## config.mk

```make
export PLATFORM = sky130hd
export DESIGN_NAME = ram_inorder_drain_ctrl
export DESIGN_NICKNAME = d
export VERILOG_FILES = /design/src/rtl/ram_inorder_drain_ctrl.sv
export SDC_FILE = /design/constraint.sdc
export NUM_CORES = 1
export LEC_CHECK = 0
export CAP_MARGIN = 20
export CORE_ASPECT_RATIO = 1.25
export CORE_MARGIN = 2
export CORE_UTILIZATION = 42
export CTS_CLUSTER_DIAMETER = 100
export DETAILED_ROUTE_END_ITERATION = 12
export PLACE_DENSITY = 0.87
export SYNTH_ARGS = -nofsm -noshare
export SYNTH_HDL_FRONTEND = slang
export SYNTH_SLANG_ARGS = --single-unit
```

## constraint.sdc

```tcl
create_clock -name clk -period 4.64 [get_ports clk]
set_input_delay 0.928 -clock clk [delete_from_list [all_inputs] [get_ports clk]]
set_output_delay 0.928 -clock clk [all_outputs]
set_load 0.01 [all_outputs]
```

## src/rtl/ram_inorder_drain_ctrl.sv

```systemverilog
// -----------------------------------------------------------------------------
// ram_inorder_drain_ctrl
//
// Reorder-buffer sequencer in front of a dual-port, valid-tagged RAM.
// Packets arrive with a slot index in any order and are written through
// port A with the valid bit set. Slots are drained through port B strictly in
// index order onto a valid/ready stream. Each slot's valid bit is cleared
// as the slot is consumed.
//
// Ports
//   clk, reset        sole clock; synchronous active-high reset
//   flush             one-cycle pulse, re-initialises the buffer
//   in_*              input packet stream (data, slot index, valid/ready)
//   out_*             in-order output stream (data, valid/ready)
//   ram_wea/addra/dina   port A write: {valid=1, payload}
//   ram_web/addrb/dinb   port B read address plus valid-bit clear (dinb = 0)
//   ram_doutb         registered read of ram_addrb from the previous cycle
//   occupancy         number of filled, not yet drained slots
//   drained_cnt       packets moved into the output register; wraps
// -----------------------------------------------------------------------------
module ram_inorder_drain_ctrl #(
    parameter int PAYLOAD_BITS  = 32,
    parameter int NUM_ADDR_BITS = 7,
    parameter int CNT_BITS      = 16
) (
    input  logic                     clk,
    input  logic                     reset,
    input  logic                     flush,
    input  logic [PAYLOAD_BITS-1:0]  in_data,
    input  logic [NUM_ADDR_BITS-1:0] in_addr,
    input  logic                     in_vld,
    output logic                     in_rdy,
    output logic [PAYLOAD_BITS-1:0]  out_data,
    output logic                     out_vld,
    input  logic                     out_rdy,
    output logic                     ram_wea,
    output logic [NUM_ADDR_BITS-1:0] ram_addra,
    output logic [PAYLOAD_BITS:0]    ram_dina,
    output logic                     ram_web,
    output logic [NUM_ADDR_BITS-1:0] ram_addrb,
    output logic [PAYLOAD_BITS:0]    ram_dinb,
    input  logic [PAYLOAD_BITS:0]    ram_doutb,
    output logic [NUM_ADDR_BITS:0]   occupancy,
    output logic [CNT_BITS-1:0]      drained_cnt
);

    localparam logic [NUM_ADDR_BITS-1:0] LAST_IDX  = '1;
    localparam logic [NUM_ADDR_BITS:0]   DEPTH_CNT = {1'b1, {NUM_ADDR_BITS{1'b0}}};

    typedef enum logic [1:0] {
        INIT,   // sweep every slot, clearing its valid bit
        PROBE,  // address rd_ptr; read data not yet available
        CHECK   // inspect ram_doutb for slot rd_ptr
    } state_t;

    state_t                   state;
    state_t                   state_nxt;
    logic [NUM_ADDR_BITS-1:0] init_idx;
    logic [NUM_ADDR_BITS-1:0] rd_ptr;
    logic                     free;
    logic                     load;

    // ---------------------------------------------------------------------
    // Write path: purely combinational pass-through to port A.
    // ---------------------------------------------------------------------
    assign in_rdy    = (state != INIT);
    assign ram_wea   = in_vld & in_rdy;
    assign ram_addra = in_addr;
    assign ram_dina  = {1'b1, in_data};
    assign ram_dinb  = '0;

    // Output register can take a new packet when empty or being consumed now.
    assign free = !out_vld || out_rdy;

    // ---------------------------------------------------------------------
    // Next-state and port B control.
    // ---------------------------------------------------------------------
    always_comb begin
        // NOTE: every signal driven here gets a default first, so no path
        // through the case can leave it unassigned and infer a latch.
        state_nxt = state;
        ram_web   = 1'b0;
        ram_addrb = rd_ptr;
        load      = 1'b0;

        unique case (state)
            INIT: begin
                ram_web   = 1'b1;
                ram_addrb = init_idx;
                if (init_idx == LAST_IDX) begin
                    state_nxt = PROBE;
                end
            end
            PROBE: begin
                state_nxt = CHECK;
            end
            CHECK: begin
                // A load in the flush cycle would be lost anyway; suppressing
                // it keeps drained_cnt equal to packets actually presented.
                if (ram_doutb[PAYLOAD_BITS] && free && !flush) begin
                    load      = 1'b1;
                    ram_web   = 1'b1;
                    state_nxt = PROBE;
                end
            end
            default: begin
                state_nxt = INIT;
            end
        endcase

        if (flush) begin
            state_nxt = INIT;
        end
    end

    // ---------------------------------------------------------------------
    // State register.
    // ---------------------------------------------------------------------
    always_ff @(posedge clk) begin
        // NOTE: sequential state is always assigned with <= so every flop
        // samples the pre-edge values, independent of block ordering.
        if (reset) begin
            state <= INIT;
        end else begin
            state <= state_nxt;
        end
    end

    // ---------------------------------------------------------------------
    // Datapath registers.
    // NOTE: the RAM itself has no reset; its valid bits are cleared by the
    // INIT sweep, which is why both reset and flush land in INIT.
    // ---------------------------------------------------------------------
    always_ff @(posedge clk) begin
        if (reset) begin
            init_idx    <= '0;
            rd_ptr      <= '0;
            out_vld     <= 1'b0;
            out_data    <= '0;
            occupancy   <= '0;
            drained_cnt <= '0;
        end else if (flush) begin
            init_idx  <= '0;
            rd_ptr    <= '0;
            out_vld   <= 1'b0;
            occupancy <= '0;
        end else begin
            // init_idx wraps back to 0 as the sweep finishes.
            if (state == INIT) begin
                init_idx <= init_idx + 1'b1;
            end

            if (state == INIT && init_idx == LAST_IDX) begin
                rd_ptr <= '0;
            end else if (load) begin
                rd_ptr <= rd_ptr + 1'b1;
            end

            // A load wins over the handshake so a simultaneous consume and
            // refill keeps out_vld high with the new payload.
            if (load) begin
                out_data    <= ram_doutb[PAYLOAD_BITS-1:0];
                out_vld     <= 1'b1;
                drained_cnt <= drained_cnt + 1'b1;
            end else if (out_rdy) begin
                out_vld <= 1'b0;
            end

            unique case ({ram_wea, load})
                2'b10: if (occupancy != DEPTH_CNT) occupancy <= occupancy + 1'b1;
                2'b01: if (occupancy != '0)        occupancy <= occupancy - 1'b1;
                default: ;
            endcase
        end
    end

endmodule

```

==> metrics <==
detailed router's first-iteration violation count=107; mean area per synthesized cell=8.17 um^2; count of hold-fix buffers inserted at cts=0; worst-path maximum fanout=8; actual transition at the worst max-transition pin=about 1.1 ns; Layout Utilization=53.8%; floorplan die area=between 9000 and 10000 um^2; Inserted Clock Buffers=9; fill cell instance count of the final layout=between 800 and 900; global-route total usage across every layer=17.6%; Largest stage delay, worst path=0.55 ns; crit path kind=in2out; ratio of cells with drive above 1 in the final layout=7.44%; total negative slack=0 ns; count leader, synth=sky130_fd_sc_hd__nand2_1; clock skew=0.0103 ns; TritonRoute pass-1 iters=4; via count of the first global-routing pass=2962; Critical Path AT=2.57 ns; top cell types by occurrence after synthesis=sky130_fd_sc_hd__nand2_1 (88), sky130_fd_sc_hd__buf_4 (73), sky130_fd_sc_hd__dfxtp_1 (73); initial standard-cell utilization of the core=43.4%; critical path's most frequent cell=sky130_fd_sc_hd__clkdlybuf4s50_1; share of the synthesized area in the top cell type=38.5%; die width=89.1 um; endpoint type of the worst setup path=output port; Post-synth EDFFs=0; Layout Nets=600; post-synthesis sequential area ratio=38.5%; Post-Synthesis Cells=465; critical path's slowest cell=sky130_fd_sc_hd__clkdlybuf4s50_1; area grow syn2layout=23.9%; cell accounting for the most synthesized area=sky130_fd_sc_hd__dfxtp_1; status=finished, final reports clean; number of library cell types mapped by synthesis=45; clock network latency to the later pin of the worst-skew pair=0.35 ns; Yosys warning count=0; Setup crit start kind=primary input; core region area=8750 um^2; #FFs+latches synth=73; DP Wirelength=6.22 mm; Slew Viols, Final=0; wire length of the first global-routing pass=approximately 13 mm; CTS max path bufs=2; total of cells resized after clock tree synthesis=0; leakage component of the power=1.62 nW; number of antenna violations at the first check in global routing=0; Routed Antenna Nets=0; Data required, critical path=roughly 3.7 ns; TritonCTS clock tree=done; Final Hold Fails=0; vertical die dimension=110 um; area of the mapped netlist=3800 um^2; DR vias=around 3200; Async SR Flop Fraction=0%; Cell Chain, Critical Path=clkdlybuf4s50_1 -> nor2b_1 -> a21oi_1 -> nor2_1 -> clkdlybuf4s50_1; top flip-flop cell by instance count after synthesis=sky130_fd_sc_hd__dfxtp_1; GRT Residual Overflow=0; clock-pin slew reported for the worst setup and hold paths after clock tree synthesis=~0.08 ns; DRT Wirelength=a little under 9 mm; final cycle utilization of the critical path=75.5%; residual DRC count=0; top cells by area in the synthesized netlist=sky130_fd_sc_hd__dfxtp_1 (38%), sky130_fd_sc_hd__buf_4 (14%), sky130_fd_sc_hd__nand2_1 (8.7%); setup-violating endpoint count in the final report=0; pin count of the biggest net entering global routing=55; total number of placement rows=38; Worst IR Drop VDD=between 150 and 200 uV; detailed-route wire length per cell=13.5 um; vias per inst=slightly below 5; Clock H-tree levels=3; kind of path behind the tightest hold check=reg2reg; # IOs=~220; IO buf count=104; buffer cell driving the clock tree root=sky130_fd_sc_hd__clkbuf_8; antenna diode count=0; Final Wtd Congestion=a little under 0.9; unrepaired setup endpoints after global routing=false; number of max-cap violations=0; count of clock tree sinks=73; Pwr Density=around 270 nW/um^2; post-layout min period=3.50 ns; Worst slew margin=between 20% and 30%; post-CTS setup repair buffer count=0; highest clock rate=286 MHz
[placed cells by master, fill, tap and decap left out, types with 9 or more instances in the layout]
master,synthesis,layout
sky130_fd_sc_hd__nand4_1,9,9
sky130_fd_sc_hd__clkbuf_8,0,9
sky130_fd_sc_hd__nand2_1,88,88
sky130_fd_sc_hd__xor2_1,10,10
sky130_fd_sc_hd__a21oi_1,48,48
sky130_fd_sc_hd__dfxtp_1,73,73
sky130_fd_sc_hd__conb_1,2,34
sky130_fd_sc_hd__xnor2_1,13,13
sky130_fd_sc_hd__clkdlybuf4s50_1,0,103
sky130_fd_sc_hd__nor2_1,32,32
[per-stage QoR]
stage               total power [W]  hold slack (ns)  instances  setup slack (ns)  cell area (um^2)
finish                      0.00125            0.455        644              1.14              4710
detailed placement         0.000715            0.446        628              1.15              4490
global placement           0.000714            0.442        628              1.21              4490
CTS                         0.00126            0.456        644              1.14              4710
floorplan                  0.000733            0.456        497              2.03              3920
global route                0.00130            0.480        644              1.00              4710
[layout make-up]
class                           instances  area, um^2  share of cell area, %
Multi-Input combinational cell        324        1810                   38.4
Sequential cell                        73        1460                   31.0
Timing Repair Buffer                  106        1050                   22.3
Tap cell                              120         150                   3.19
Clock buffer                            9         124                   2.63
Clock inverter                          7        95.1                   2.02
Inverter                                5        18.8                  0.399
[registers in the layout (all words and copies together), names as in the netlist]
register     cells
occupancy        8
out_data        32
drained_cnt     16
rd_ptr           7
init_idx         7
out_vld          1
state            2
[worst max-delay path: cells and delay by family]
| family | cells | cell delay, ns |
|---|---|---|
| simple gates | 2 | 0.41 |
| buf+inv | 2 | 1.09 |
| compound gates | 1 | 0.14 |
[layer usage]
metal	global-route usage, %	vias up	part of all wire [%]
met1	18.8	1465	40
met3	5.36	37	7.4
met5	0	-	0
li1	-	1558	-
met2	29.7	126	49
met4	11.8	0	3.7
[kinds of logic after synthesis]
kind of cell	after synthesis	share of synthesized area (%)
and+or+nand+nor	180	23.2
buffers and inverters	100	17.3
DFF	73	38.5
AOI/OAI and AO/OA	71	10.8
xor gates and xnor gates	23	5.30
muxes	12	3.39
adders and majority gates	4	1.32
other	2	0.198
[path summary, 6_finish.rpt]
check / from / endpoint / slack [ns] / cells past startpoint
min reg2reg: out_data[15] / out_data[15] / 0.46 / 2
max: flush / ram_web / 1.14 / 5
min: out_data[15] / out_data[15] / 0.46 / 2
max reg2reg: state[1] / occupancy[7] / 2.39 / 5
[where the power goes]
part	internal, W	switching (W)
combinational	0.0000353	0.0000376
clock	0.000302	0.000245
sequential	0.000627	0.00000155
Power figures use the tool's default switching activity.
